==> src/rtl/add_sub_seq.sv <==
// add_sub_seq: chunk-serial adder/subtractor.
// Each RUN cycle adds one CHUNK-bit slice of the latched operands (LSB slice
// first) and rolls the carry forward. S, Cout, Ovf and Zero are loaded together
// on the edge that finishes the last slice, and they hold until the next
// completion. WIDTH must be a multiple of CHUNK.
module add_sub_seq #(
    parameter int WIDTH = 8,
    parameter int CHUNK = 4
) (
    input  logic             Clk,
    input  logic             Rst_n,
    input  logic             Start,
    input  logic [WIDTH-1:0] A,
    input  logic [WIDTH-1:0] B,
    input  logic             Sel,
    output logic             Busy,
    output logic             Done,
    output logic [WIDTH-1:0] S,
    output logic             Cout,
    output logic             Ovf,
    output logic             Zero
);

    localparam int NCH = WIDTH / CHUNK;
    localparam int IW  = (NCH > 1) ? $clog2(NCH) : 1;
    localparam logic [IW-1:0] IDX_ONE  = IW'(1);
    localparam logic [IW-1:0] IDX_LAST = IW'(NCH - 1);

    typedef enum logic [1:0] {
        ST_IDLE = 2'd0,
        ST_RUN  = 2'd1,
        ST_DONE = 2'd2
    } state_t;

    state_t           state_r;
    logic [WIDTH-1:0] a_r;
    logic [WIDTH-1:0] b_r;
    logic             sel_r;
    logic             carry_r;
    logic [IW-1:0]    idx_r;
    logic [WIDTH-1:0] acc_r;
    logic             busy_r;
    logic             done_r;
    logic [WIDTH-1:0] s_r;
    logic             cout_r;
    logic             ovf_r;
    logic             zero_r;

    logic [CHUNK-1:0] a_chunk_s;
    logic [CHUNK-1:0] b_chunk_s;
    logic [CHUNK-1:0] csum_s;
    logic             cin_top_s;
    logic             cout_s;
    logic [WIDTH-1:0] chunk_ext_s;
    logic [WIDTH-1:0] acc_next_s;

    // Select the current slice. The operand registers shift right each RUN
    // cycle, so the active slice is always in the low bits. B is inverted for
    // subtraction; the +1 comes from the carry register being preset to Sel.
    always_comb begin
        a_chunk_s = a_r[CHUNK-1:0];
        if (sel_r) begin
            b_chunk_s = ~b_r[CHUNK-1:0];
        end else begin
            b_chunk_s = b_r[CHUNK-1:0];
        end
    end

    // Ripple-add one slice. The loop also records the carry into the slice's
    // top bit. On the last slice that bit is the MSB, and the overflow flag
    // needs the carry into it.
    always_comb begin
        logic c_v;
        c_v       = carry_r;
        csum_s    = {CHUNK{1'b0}};
        cin_top_s = 1'b0;
        for (int j = 0; j < CHUNK; j++) begin
            cin_top_s = c_v;
            csum_s[j] = a_chunk_s[j] ^ b_chunk_s[j] ^ c_v;
            c_v       = (a_chunk_s[j] & b_chunk_s[j]) | (c_v & (a_chunk_s[j] ^ b_chunk_s[j]));
        end
        cout_s = c_v;
    end

    // Shift each new slice sum in at the top of the accumulator. After NCH
    // slices the accumulator holds the whole result in its correct bit order.
    always_comb begin
        chunk_ext_s = WIDTH'(csum_s);
        acc_next_s  = (acc_r >> CHUNK) | (chunk_ext_s << (WIDTH - CHUNK));
    end

    // Control FSM with the datapath registers and registered status outputs.
    always_ff @(posedge Clk or negedge Rst_n) begin
        if (!Rst_n) begin
            state_r <= ST_IDLE;
            a_r     <= {WIDTH{1'b0}};
            b_r     <= {WIDTH{1'b0}};
            sel_r   <= 1'b0;
            carry_r <= 1'b0;
            idx_r   <= {IW{1'b0}};
            acc_r   <= {WIDTH{1'b0}};
            busy_r  <= 1'b0;
            done_r  <= 1'b0;
            s_r     <= {WIDTH{1'b0}};
            cout_r  <= 1'b0;
            ovf_r   <= 1'b0;
            zero_r  <= 1'b0;
        end else begin
            case (state_r)
                ST_IDLE: begin
                    done_r <= 1'b0;
                    if (Start) begin
                        a_r     <= A;
                        b_r     <= B;
                        sel_r   <= Sel;
                        carry_r <= Sel;
                        idx_r   <= {IW{1'b0}};
                        acc_r   <= {WIDTH{1'b0}};
                        busy_r  <= 1'b1;
                        state_r <= ST_RUN;
                    end else begin
                        busy_r  <= 1'b0;
                        state_r <= ST_IDLE;
                    end
                end
                ST_RUN: begin
                    a_r     <= a_r >> CHUNK;
                    b_r     <= b_r >> CHUNK;
                    carry_r <= cout_s;
                    acc_r   <= acc_next_s;
                    idx_r   <= idx_r + IDX_ONE;
                    if (idx_r == IDX_LAST) begin
                        busy_r  <= 1'b0;
                        done_r  <= 1'b1;
                        s_r     <= acc_next_s;
                        cout_r  <= cout_s;
                        ovf_r   <= cin_top_s ^ cout_s;
                        zero_r  <= (acc_next_s == {WIDTH{1'b0}});
                        state_r <= ST_DONE;
                    end else begin
                        busy_r  <= 1'b1;
                        state_r <= ST_RUN;
                    end
                end
                ST_DONE: begin
                    done_r  <= 1'b0;
                    busy_r  <= 1'b0;
                    state_r <= ST_IDLE;
                end
                default: begin
                    done_r  <= 1'b0;
                    busy_r  <= 1'b0;
                    state_r <= ST_IDLE;
                end
            endcase
        end
    end

    assign Busy = busy_r;
    assign Done = done_r;
    assign S    = s_r;
    assign Cout = cout_r;
    assign Ovf  = ovf_r;
    assign Zero = zero_r;

endmodule

==> config.mk <==
export PLATFORM = sky130hd
export DESIGN_NAME = add_sub_seq
export DESIGN_NICKNAME = d
export VERILOG_FILES = /design/src/rtl/add_sub_seq.sv
export SDC_FILE = /design/constraint.sdc
export NUM_CORES = 1
export LEC_CHECK = 0
export ABC_CLOCK_PERIOD_IN_PS = 3200
export BUFFER_PORTS_ARGS = -buffer_cell sky130_fd_sc_hd__buf_2
export CAP_MARGIN = 25
export CORE_MARGIN = 5
export CORE_UTILIZATION = 54
export CTS_CLUSTER_DIAMETER = 80
export CTS_CLUSTER_SIZE = 10
export DETAILED_ROUTE_END_ITERATION = 16
export PLACE_DENSITY = 0.75
export SYNTH_ARGS = -nofsm -noshare
export SYNTH_HDL_FRONTEND = slang
export SYNTH_SLANG_ARGS = --single-unit
==> constraint.sdc <==
create_clock -name Clk -period 3.2 [get_ports Clk]
set_input_delay 0 -clock Clk [delete_from_list [all_inputs] [get_ports Clk]]
set_output_delay 0 -clock Clk [all_outputs]
set_load 0.02 [all_outputs]
==> PnR_summary.wiki <==
{| class="wikitable"
! Metric !! Value
|-
| Overall die height || around 66 microns
|-
| Number of I/O port buffers || 32
|-
| Avg Cell Area, Syn || about 11 sq um
|-
| Number of buffers inserted during clock tree synthesis || 5
|-
| Largest clock skew in the final design || roughly 0.012 ns
|-
| Wire length on met3 || slightly below 200 microns
|-
| Synth Instances || 153
|-
| CP startpoint kind || flip-flop
|-
| Run status || complete, no violations
|-
| Leakage dissipation || between 0.0009 and 0.001 uW
|-
| Final cycle utilization of the critical path || 0.9013
|-
| ANT nets after route || 0
|-
| Setup repair after global routing missed its margin || false
|-
| Cell taking the most area after synthesis || sky130_fd_sc_hd__dfrtp_1
|-
| Headroom to the max-slew limit || 0.4059
|-
| Root buffer selected by CTS || sky130_fd_sc_hd__clkbuf_4
|-
| Final hold vios || 0
|-
| Largest family of logic cells by synthesized area || compound AO/OA/AOI/OAI gates
|-
| Max-cap violations || 0
|-
| Total routed wire length on the met1 layer || between 1 and 1.5 mm
|-
| Sum of internal, switching and leakage power || 2064 uW
|-
| Drc violations || 0
|-
| Pin count of the biggest net entering global routing || 38
|-
| Fin. max-slew vios || 0
|-
| Number of global-route vias before repair || ~1300
|-
| Post-place instance area || about 1900 sq um
|-
| Detailed-routed wire length on met2 || approximately 1.7 mm
|-
| CORE AREA || ~3000 sq um
|-
| Average wire per standard cell || roughly 14 microns
|-
| Count of state elements after synthesis || 37
|-
| Post-placement setup slack || ~0.35 ns
|-
| Layout overhead on the synthesized area || 20.44%
|-
| CTS max path bufs || 2
|-
| Gp weighted congestion || 0.8335
|-
| Detailed-router iteration count before antenna repair || 4
|-
| Multi-input gate area || between 600 and 700 sq um
|-
| CP Class || flip-flop to flip-flop
|-
| Area of the die || 4347 sq um
|-
| Top Metal Used || met4
|-
| Post-synthesis compound-gate area fraction || 0.1874
|-
| Clock insertion delay at the later pin of the skew report || 0.34 ns
|-
| Width of the chip || 65.93 microns
|-
| Proportion of layout cells with a drive suffix above 1 || 0.2092
|-
| Number of diodes added for antenna fixing || 0
|-
| Hpwl dp || 2.414 mm
|-
| Type of destination of the critical path || flip-flop
|-
| Power per unit of standard cell area || roughly 1000 nW/um^2
|-
| TritonCTS Sinks || 37
|-
| FMAX || roughly 0.35 GHz
|-
| Nets || approximately 220
|-
| Synthesized netlist net count || approximately 180
|-
| Type of the tightest min-delay check || input port to flip-flop
|-
| Remaining global-route overflow || 0
|-
| CTS tree || yes
|-
| Post-synthesis instance area || about 1700 sq um
|-
| Top cells by area, synth || sky130_fd_sc_hd__dfrtp_1, sky130_fd_sc_hd__a22oi_1, sky130_fd_sc_hd__nand2_1
|-
| Proportion of synthesized area in mux cells || 0.04667
|-
| Ys Warns || 0
|-
| Synth Area in Adders || 0.04741
|-
| Wire length of the first global-routing pass || 5.968 mm
|-
| Post-synth top area share || 0.5481
|-
| Max rail drop VDD || between 0.0004 and 0.0005 V
|-
| Initial Utilization || 0.5579
|-
| Footprint of the flip-flops and latches || around 900 sq um
|-
| Fill cell instance count of the final layout || 253
|-
| Per-cell via count in the routed design || ~5.4
|-
| Count of unique library cells instantiated by Yosys || 26
|-
| Transition time at the pin with the least slew margin || approximately 0.9 ns
|-
| Clk pin slew, worst setup/hold paths || 0.10 ns
|-
| Total Wirelength || between 3 and 4 mm
|-
| Final std cell area, no fill || approximately 2000 sq um
|-
| Cts repair resizes || 0
|-
| Worst endpoint required time || ~3.5 ns
|-
| Number of setup violations in the final report || 0
|-
| Final setup slack of the worst path || 0.3157 ns
|-
| Synth Area in XOR/XNOR || 0.02593
|-
| Number of levels the H-tree was split into || 2
|-
| Sequential fraction of the synthesis area || 0.5481
|-
| Accumulated negative setup slack || 0 ns
|-
| Via count of the routed design || 1294
|-
| Top-Level Pins || 33
|-
| Row Count || 20
|-
| WP data arrival || 3.15 ns
|-
| Post-Synth Simple-Gate Area || 0.09556
|-
| Tot GR Track Use || 0.1779
|-
| Initial antenna violation count || 0
|-
| Clock period minus worst slack || between 2 and 3 ns
|-
| Max FO, Critical Path || 5
|-
| Starting DRT DRC Count || between 40 and 50
|}
Yosys cell counts:
cell,number
sky130_fd_sc_hd__a21oi_1,1
sky130_fd_sc_hd__a22o_1,4
sky130_fd_sc_hd__a22oi_1,14
sky130_fd_sc_hd__a2bb2oi_1,5
sky130_fd_sc_hd__a32o_1,1
sky130_fd_sc_hd__buf_2,5
sky130_fd_sc_hd__buf_4,1
sky130_fd_sc_hd__clkbuf_1,3
sky130_fd_sc_hd__clkbuf_2,1
sky130_fd_sc_hd__dfrtp_1,37
sky130_fd_sc_hd__fa_1,4
sky130_fd_sc_hd__inv_1,7
sky130_fd_sc_hd__inv_2,2
sky130_fd_sc_hd__mux2_1,7
sky130_fd_sc_hd__nand2_1,22
sky130_fd_sc_hd__nand3b_4,1
sky130_fd_sc_hd__nand4_1,1
sky130_fd_sc_hd__nor2_1,3
sky130_fd_sc_hd__nor2b_1,4
sky130_fd_sc_hd__nor3_2,1
sky130_fd_sc_hd__nor4_1,1
sky130_fd_sc_hd__o21ai_0,11
sky130_fd_sc_hd__o21ai_1,11
sky130_fd_sc_hd__o21bai_1,1
sky130_fd_sc_hd__xnor2_1,3
sky130_fd_sc_hd__xor2_1,2
critical path: stages, from the launching register on:
cell	delay (ns)
sky130_fd_sc_hd__dfrtp_1	0.46
sky130_fd_sc_hd__xnor2_1	0.17
sky130_fd_sc_hd__fa_1	0.39
sky130_fd_sc_hd__fa_1	0.40
sky130_fd_sc_hd__fa_1	0.41
sky130_fd_sc_hd__inv_1	0.09
sky130_fd_sc_hd__fa_1	0.45
sky130_fd_sc_hd__nor4_1	0.21
sky130_fd_sc_hd__nand4_1	0.13
sky130_fd_sc_hd__o21ai_1	0.12
cells by family (layout without fill, tap and decap cells):
logic type | after synthesis | count (layout)
buffers and inverters | 19 | 62
XOR/XNOR | 5 | 5
AND/OR/NAND/NOR | 33 | 33
flip-flops | 37 | 37
adder cells (fa/ha/maj) | 4 | 4
AO/OA/AOI/OAI | 48 | 48
multiplexers | 7 | 7
sequential cells by signal, indices dropped and copies added, names as in the netlist:
| name | flops |
|---|---|
| S | 8 |
| a_r | 8 |
| b_r | 8 |
| acc_r | 4 |
| state_r | 2 |
| Cout | 1 |
| Done | 1 |
| Ovf | 1 |
| Zero | 1 |
| carry_r | 1 |
| idx_r | 1 |
| sel_r | 1 |
layer usage:
metal | vias to the layer above | global-route usage
li1 | 623 | -
met1 | 627 | 0.2375
met2 | 40 | 0.2891
met3 | 4 | 0.05102
met4 | 0 | 0.03807
met5 | - | 0
through the flow:
stage	hold slack (ns)	util	std cells
finish	0.07313	0.6719	240
global route	0.07495	0.6719	240
CTS	0.06759	0.6719	240
detailed placement	0.1362	0.6128	219
global placement	0.1220	0.6128	219
floorplan	-0.2956	-	153
what timing repair did:
item | 4_1_cts | 5_1_grt
hold buffers | 13 | 0
endpoints found under the hold margin | 50 | 0
setup buffers | 0 | 0
path summary, 6_finish.rpt:
kind	slack (ns)	cells after the start	from	end
setup / recovery	0.32	9	sel_r	Zero
hold / removal	0.07	4	A[5]	a_r[5]
setup reg to reg	0.32	9	sel_r	Zero
hold reg to reg	0.49	2	S[6]	S[6]
max in group asynchronous	2.41	2	Rst_n	S[6]
min in group asynchronous	0.27	2	Rst_n	idx_r
cell usage in the layout, fill, tap and decap left out, types with 2 or more instances in the layout:
cell type	count
sky130_fd_sc_hd__nor2_1	3
sky130_fd_sc_hd__dfrtp_1	37
sky130_fd_sc_hd__xor2_1	2
sky130_fd_sc_hd__o21ai_1	11
sky130_fd_sc_hd__inv_2	2
sky130_fd_sc_hd__nor2b_1	4
sky130_fd_sc_hd__clkbuf_4	5
sky130_fd_sc_hd__o21ai_0	11
sky130_fd_sc_hd__inv_1	7
sky130_fd_sc_hd__xnor2_1	3
sky130_fd_sc_hd__nand2_1	22
sky130_fd_sc_hd__fa_1	4
sky130_fd_sc_hd__a22o_1	4
sky130_fd_sc_hd__buf_2	32
sky130_fd_sc_hd__mux2_1	7
sky130_fd_sc_hd__a2bb2oi_1	5
sky130_fd_sc_hd__clkbuf_1	3
sky130_fd_sc_hd__a22oi_1	14
sky130_fd_sc_hd__dlygate4sd3_1	13
power breakdown:
group	switching, uW	internal (uW)	total [uW]
combinational	532	423	955
sequential	207	673	880
clock	142	87.6	229
total	881	1180	2060
cell type report:
cell class | count | share of cell area
Tap cell | 44 | 0.02706
Inverter | 9 | 0.01661
Timing Repair Buffer | 45 | 0.1427
Clock buffer | 8 | 0.02399
Multi-Input combinational cell | 97 | 0.3346
Sequential cell | 37 | 0.4551
Power figures use the tool's default switching activity.
